$ cat src/rtl/mem_port_arbiter.sv
// Two-requester arbiter for a single-port synchronous memory: load/store wins by
// default, fetch is forced through after MAX_DEFER consecutive deferrals.
module mem_port_arbiter #(
  parameter int ADDR_W    = 10,
  parameter int DATA_W    = 16,
  parameter int MEM_LAT   = 1,
  parameter int MAX_DEFER = 4
) (
  input  logic              clk,
  input  logic              rst,
  input  logic              if_req,
  input  logic [ADDR_W-1:0] if_addr,
  output logic              if_gnt,
  output logic              if_rvalid,
  output logic [DATA_W-1:0] if_rdata,
  input  logic              ls_req,
  input  logic              ls_we,
  input  logic [ADDR_W-1:0] ls_addr,
  input  logic [DATA_W-1:0] ls_wdata,
  output logic              ls_gnt,
  output logic              ls_rvalid,
  output logic [DATA_W-1:0] ls_rdata,
  output logic              mem_en,
  output logic              mem_we,
  output logic [ADDR_W-1:0] mem_addr,
  output logic [DATA_W-1:0] mem_wdata,
  input  logic [DATA_W-1:0] mem_rdata,
  output logic              busy
);

  typedef enum logic [0:0] {IDLE, WAIT} state_t;

  localparam int         TAIL      = MEM_LAT - 1;
  localparam logic [3:0] DEFER_MAX = 4'(MAX_DEFER);
  localparam logic [1:0] WAIT_INIT = 2'((MEM_LAT > 1) ? (MEM_LAT - 2) : 0);

  state_t     state;
  logic [3:0] defer_cnt;
  logic [1:0] wait_cnt;
  logic       can_grant;
  logic       force_if;
  logic       grant_if;
  logic       grant_ls;

  // Per-stage record of an access in flight: valid, owner is fetch, data to capture.
  logic [MEM_LAT-1:0] pipe_v;
  logic [MEM_LAT-1:0] pipe_if;
  logic [MEM_LAT-1:0] pipe_rd;

  // Grants are suppressed while reset is asserted so every output reads zero.
  assign can_grant = (state == IDLE) && !rst;
  assign force_if  = if_req && (defer_cnt == DEFER_MAX);
  assign grant_if  = can_grant && if_req && (force_if || !ls_req);
  assign grant_ls  = can_grant && ls_req && !force_if;

  assign if_gnt    = grant_if;
  assign ls_gnt    = grant_ls;
  assign mem_en    = grant_if | grant_ls;
  assign mem_we    = grant_ls & ls_we;
  assign mem_addr  = grant_ls ? ls_addr : (grant_if ? if_addr : '0);
  assign mem_wdata = grant_ls ? ls_wdata : '0;
  assign busy      = (state == WAIT);

  always_ff @(posedge clk) begin
    if (rst) begin
      state     <= IDLE;
      defer_cnt <= '0;
      wait_cnt  <= '0;
    end else begin
      case (state)
        IDLE: begin
          if (grant_ls && if_req) begin
            if (defer_cnt != DEFER_MAX)
              defer_cnt <= defer_cnt + 4'd1;
          end else begin
            defer_cnt <= '0;
          end
          if (mem_en && (MEM_LAT > 1)) begin
            state    <= WAIT;
            wait_cnt <= WAIT_INIT;
          end
        end
        WAIT: begin
          if (wait_cnt == 2'd0)
            state <= IDLE;
          else
            wait_cnt <= wait_cnt - 2'd1;
        end
        default: state <= IDLE;
      endcase
    end
  end

  // The tail stage lines up with the cycle in which the memory drives read data.
  always_ff @(posedge clk) begin
    if (rst) begin
      pipe_v    <= '0;
      pipe_if   <= '0;
      pipe_rd   <= '0;
      if_rvalid <= 1'b0;
      ls_rvalid <= 1'b0;
      if_rdata  <= '0;
      ls_rdata  <= '0;
    end else begin
      pipe_v[0]  <= mem_en;
      pipe_if[0] <= grant_if;
      pipe_rd[0] <= grant_if | (grant_ls & ~ls_we);
      for (int i = 1; i < MEM_LAT; i++) begin
        pipe_v[i]  <= pipe_v[i-1];
        pipe_if[i] <= pipe_if[i-1];
        pipe_rd[i] <= pipe_rd[i-1];
      end
      if_rvalid <= pipe_v[TAIL] & pipe_if[TAIL];
      ls_rvalid <= pipe_v[TAIL] & ~pipe_if[TAIL];
      if (pipe_v[TAIL] && pipe_rd[TAIL]) begin
        if (pipe_if[TAIL])
          if_rdata <= mem_rdata;
        else
          ls_rdata <= mem_rdata;
      end
    end
  end

endmodule

$ cat config.mk
export PLATFORM = sky130hd
export DESIGN_NAME = mem_port_arbiter
export DESIGN_NICKNAME = d
export VERILOG_FILES = /design/src/rtl/mem_port_arbiter.sv
export SDC_FILE = /design/constraint.sdc
export NUM_CORES = 1
export LEC_CHECK = 0
export ABC_AREA = 1
export CORE_UTILIZATION = 33
export DETAILED_ROUTE_END_ITERATION = 6
export PLACE_DENSITY = 0.75
export SLEW_MARGIN = 20
export SYNTH_ARGS = -nofsm -noshare
export SYNTH_HDL_FRONTEND = slang
export SYNTH_SLANG_ARGS = --single-unit
export TNS_END_PERCENT = 50
$ cat constraint.sdc
create_clock -name clk -period 3.66 [get_ports clk]
set_input_delay 0.915 -clock clk [delete_from_list [all_inputs] [get_ports clk]]
set_output_delay 0.915 -clock clk [all_outputs]
set_load 0.02 [all_outputs]
==> results of run 1 <==
## kinds of logic after synthesis
kind of cell | share of synthesized area, %
and+or+nand+nor | 31.0
buffers and inverters | 10.6
AOI/OAI and AO/OA | 11.6
DFF | 44.9
adders and majority gates | 1.91
## state kept, by name, summed over array words and instances, names as in the netlist
register   count
if_rdata      16
ls_rdata      16
defer_cnt      4
wait_cnt       2
busy           1
if_rvalid      1
ls_rvalid      1
pipe_if        1
pipe_rd        1
pipe_v         1
## report_power, final
| part | leakage (nW) | internal [mW] | switching, mW |
|---|---|---|---|
| Sequential | 0.357 | 0.491 | 0.00922 |
| Clock | 0.0552 | 0.203 | 0.153 |
| Combinational | 1.05 | 0.115 | 0.0946 |
| Total | 1.46 | 0.809 | 0.257 |
## final cells by class
| type | instances | area, um^2 |
|---|---|---|
| clock buffers | 6 | 72.6 |
| clock inverters | 2 | 35.0 |
| fillers | 545 | 2240 |
| inverters | 34 | 130 |
| multi-input cells | 188 | 873 |
| flip-flops and latches | 44 | 881 |
| well taps | 72 | 90.1 |
| repair buffers | 128 | 1290 |
## worst reg2reg max path, stage by stage (launching register included)
cell,delay (ns)
dfxtp_1,0.83
nand2_1,0.54
nand2_1,0.18
a21oi_1,0.08
## timing repair
| item | 4_1_cts | 5_1_grt |
|---|---|---|
| gates resized for setup | 0 | 5 |
| endpoints found under the setup margin | 0 | 10 |
| endpoints found under the hold margin | 0 | 0 |
## path summary, 6_finish.rpt
kind	start	slack (ns)	to
setup reg to reg	pipe_if	1.93	if_rdata[6]
setup / recovery	if_req	0.1	mem_addr[9]
hold reg to reg	if_rdata[10]	0.46	if_rdata[10]
hold / removal	if_rdata[10]	0.46	if_rdata[10]
## per-layer routing
layer	wire length [um]	part of all wire, %	track usage, %
met2	2640	49	32.2
met3	472	8.8	5.06
met4	63	1.2	4.91
met5	0	0	0
met1	2200	41	20.7
## through the flow
stage | setup slack, ns | power [mW] | util, %
after floorplan | 1.05 | 0.593 | -
after global placement | 0.106 | 0.721 | 57.9
after detailed placement | 0.0857 | 0.723 | 57.9
after CTS | 0.0757 | 1.08 | 59.8
after global routing | 0.00103 | 1.11 | 60.1
final | 0.0969 | 1.07 | 60.1
## cells in the final DEF, fill, tap and decap left out, types with 3 or more instances in the layout
cell type	netlist	final
a21oi_1	21	21
buf_4	2	6
clkbuf_8	0	5
clkdlybuf4s50_1	0	117
dfxtp_1	44	44
dlymetal6s2s_1	0	4
ha_1	3	3
inv_1	30	30
inv_2	4	3
nand2_1	54	54
nand3_1	25	25
nor2_1	57	57
o21ai_0	20	20
==> flow_summary.ini, run 1 <==
[final_layout]
synthToLayoutAreaGrowth_pct = 71.7
num_antenna_cells = 0
drive_above_1_share_pct = 6.22
finalNonFillerCells = 474
nets = 461
fin_area_mm2 = 0.00337

[detailed_routing]
drc = 0
wl_mm = 5.37
wl_per_cell_um = 11.3
firstDrtPassIters = 4
drtAntennaViolNets = 0
viasPerCell = 4.55
drt_iter0_markers = 82
routed-via-count = 2159

[min_path]
whs_path_depth = 2
hold_class = register to register

[worst_setup_path]
crit_type = primary input to output pin
critPathTopFamily = buffers and inverters
crit_cells = 7
endpoint_kind = output pin
rr_worst_depth = 3
crit_chain = clkdlybuf4s50_1 -> nand4_4 -> a21oi_2 -> buf_4 -> nand2_1 -> nand2_1 -> clkdlybuf4s50_1
max_stage_delay_ns = 0.59
cp_data_required_time_ns = 2.74
arrival_ns = 2.65
startpoint_type = primary input
critical_path_buf_inv_count = 3
worstPathMaxFanout = 12
slowest_stage = clkdlybuf4s50_1

[logic_synthesis]
syn_nets = 339
synth_seq_cells = 44
synth.top_cells.by_count = nor2_1, nand2_1, dfxtp_1
synth_edf_count = 0
synth.most_common_cell = nor2_1
yosysTopAreaCell = dfxtp_1
ys_types = 22
synthesis.area_mm2 = 0.00196
synth_top_cell_area_share_pct = 44.9
synth_warnings = 0
syn_area_per_cell_um2 = 7.03
synth_ff_type = dfxtp_1
netlist_instances = 279
synthTopCellsByArea = dfxtp_1, nor2_1, nand2_1
async_flop_share_pct = 0
ys_seq_area_share_pct = 44.9

[cts]
cts.clk_slew.worst_paths_ns = 0.08
cts_tree = built
cts_buffer_depth = 2
root_buffer = clkbuf_8
cts_max_level = 2
clock_latency_ns = 0.28
cts_setup_buffers = 0
cts_buffers = 5
holdBufCountCts = 0
cts.sinks = 44

[pwr]
powerDensity_mw_per_mm2 = 316
ir_worst_vdd_v = 0.000200
leakage_nw = 1.46

[global_route]
gr-total-overflow = 0
grt_max_degree = 24
grt.total_usage_pct = 17.9
grt_first_pass_wirelength_mm = 9.08
antenna_found_initial = 0
grt_pass1_vias = 2109

[outcome]
status = finished clean

[die]
die_w_um = 79.1
start_util_pct = 35.0
dieArea_mm2 = 0.00626
coreArea_mm2 = 0.00561
die_y_um = 79.1
num_rows = 27
io_pins = 122

[timing]
drv_slew = 0
fin_crit_ns = 3.56
setup_violations = 0
min_period_over_period_pct = 97.4
setup_tns_ns = 0
hold_violations = 0
relSlewSlack_pct = 48.3
rsz0062_at_grt = false
hold-worst-slack_ns = 0.462
fmax_ghz = 0.281
tightest_slew_ns = 0.774
fin_skew_ns = 0.00660

[placement]
dpl.cell_count = 466
dp_hpwl_mm = 4.13
placed_cell_area_mm2 = 0.00325
portBuffers = 121
place_congestion = 0.766

[job]
maxCapViolations = 0
(Power assumes the default switching activity.)
==> inputs of run 2 (changes only) <==
==> constraint.sdc (replaced) <==
create_clock -name clk -period 3.8 [get_ports clk]
set_input_delay 0.95 -clock clk [delete_from_list [all_inputs] [get_ports clk]]
set_output_delay 0.95 -clock clk [all_outputs]
set_load 0.02 [all_outputs]
==> run 2 against run 1 <==
Effect of this change:
- global-route usage barely moved
- die area did not move
- power fell by 3.7%
==> flow_summary.ini, run 2 (synthesized netlist as in run 1, its figures left out) <==
[timing]
tightest_slew_ns = 0.779
setup_violations = 0
drv_slew = 0
worst_slack_ns = 0.108
setup_tns_ns = 0
fin_skew_ns = 0.00768
fmax_ghz = 0.271
hold-worst-slack_ns = 0.461
fin_crit_ns = 3.69
hold_violations = 0
min_period_over_period_pct = 97.2
rsz0062_at_grt = false
relSlewSlack_pct = 48.0

[cts]
cts_tree = built
cts.sinks = 44
cts_buffers = 5
holdBufCountCts = 0
clock_latency_ns = 0.29
cts_setup_buffers = 0
cts.clk_slew.worst_paths_ns = 0.08
cts_buffer_depth = 2
root_buffer = clkbuf_8
cts_max_level = 2

[placement]
portBuffers = 121
dp_hpwl_mm = 4.13
pre_cts_slack_ns = 0.106
place_congestion = 0.773
placed_cell_area_mm2 = 0.00321

[job]
maxCapViolations = 0

[final_layout]
num_antenna_cells = 0
drive_above_1_share_pct = 5.51
fin_area_mm2 = 0.00333
synthToLayoutAreaGrowth_pct = 69.5
final_common_cell = clkdlybuf4s50_1
nets = 458
reg_top3 = if_rdata (16), ls_rdata (16), defer_cnt (4)
most-common-layout-cells = clkdlybuf4s50_1, nor2_1, nand2_1

[die]
dieArea_mm2 = 0.00626
num_rows = 27
start_util_pct = 35.0
io_pins = 122
die_y_um = 79.1
coreArea_mm2 = 0.00561
die_w_um = 79.1

[global_route]
grt_pass1_vias = 1970
grt_max_degree = 24
grt.total_usage_pct = 17.9
gr-total-overflow = 0
antenna_found_initial = 0
grt_first_pass_wirelength_mm = 8.92

[worst_setup_path]
crit_top_cell = clkdlybuf4s50_1
crit_cells = 7
endpoint_kind = output pin
crit_type = primary input to output pin
arrival_ns = 2.74
crit_chain = clkdlybuf4s50_1 -> nand4_4 -> a21oi_2 -> buf_4 -> nor2_1 -> inv_1 -> clkdlybuf4s50_1
worstPathMaxFanout = 12
regToRegSetupSlack_ns = 2.03
r2r_end = ls_rdata[15]
max_stage_delay_ns = 0.59
critPathTopFamily = buffers and inverters
rr_worst_depth = 4
worstReg2RegStart = pipe_if
cp_data_required_time_ns = 2.85
slowest_stage = clkdlybuf4s50_1
startpoint_type = primary input
critical_path_buf_inv_count = 4

[detailed_routing]
drt_iter0_markers = 65
drc = 0
viasPerCell = 4.51
firstDrtPassIters = 4
wl_mm = 5.50
drtAntennaViolNets = 0
wl_per_cell_um = 11.7
routed-via-count = 2122

[pwr]
powerDensity_mw_per_mm2 = 309
leakage_nw = 1.41
ir_worst_vdd_v = 0.000167

[min_path]
whs_endpoint = if_rdata[10]
hold_class = register to register
whs_path_depth = 2
hold_start = if_rdata[10]

[outcome]
status = finished clean
## run 2: worst min-delay path: stages (launching register included)
cell	delay (ns)
dfxtp_1	0.32
nand2_1	0.06
a21oi_1	0.05
## run 2: how the worst max path moves through the flow
| stage | start | endpoint | slack (ns) |
|---|---|---|---|
| finish | if_req | mem_en | 0.11 |
| global route | ls_req | mem_wdata[3] | 0.01 |
| global placement | if_req | mem_addr[7] | 0.14 |
| detailed placement | if_req | mem_addr[7] | 0.11 |
| floorplan | rst | mem_wdata[0] | 1.12 |
| CTS | if_req | mem_en | 0.1 |
## run 2: layout make-up
type / instances / area [um^2]
clock inverters: 2 / 35.0
repair buffers: 125 / 1250
flip-flops and latches: 44 / 881
well taps: 72 / 90.1
multi-input cells: 188 / 873
inverters: 34 / 128
fillers: 521 / 2280
clock buffers: 6 / 72.6
## run 2: metal layers
layer | part of all wire, % | GRT usage, % | up-vias
met5 | 0 | 0 | -
met4 | 0.38 | 4.91 | 0
met3 | 8.1 | 5.52 | 2
met2 | 49 | 31.5 | 85
met1 | 43 | 20.9 | 924
li1 | - | - | 1111
## run 2: report_power, final
| group | internal [mW] | switching [mW] |
|---|---|---|
| registers | 0.473 | 0.00881 |
| logic | 0.107 | 0.0909 |
| clock network | 0.195 | 0.152 |
| total | 0.775 | 0.251 |
## run 2: per-stage QoR
stage | util, % | power, mW | instances
global route | 59.3 | 1.07 | 471
finish | 59.3 | 1.03 | 471
floorplan | - | 0.571 | 279
CTS | 59.2 | 1.04 | 471
global placement | 57.3 | 0.690 | 463
detailed placement | 57.3 | 0.691 | 463
## run 2: repair_timing
action | CTS | global route
gates resized for setup | 0 | 2
setup endpoints to repair | 0 | 2
hold endpoints to repair | 0 | 0
==> inputs of run 3 (changes only) <==
--- a/config.mk
+++ b/config.mk
@@ -13,4 +13,4 @@
 export SYNTH_ARGS = -nofsm -noshare
 export SYNTH_HDL_FRONTEND = slang
 export SYNTH_SLANG_ARGS = --single-unit
-export TNS_END_PERCENT = 50
+export TNS_END_PERCENT = 10
==> results of run 3 <==
No change in the layout: final DEF, timing and power equal those of run 2.
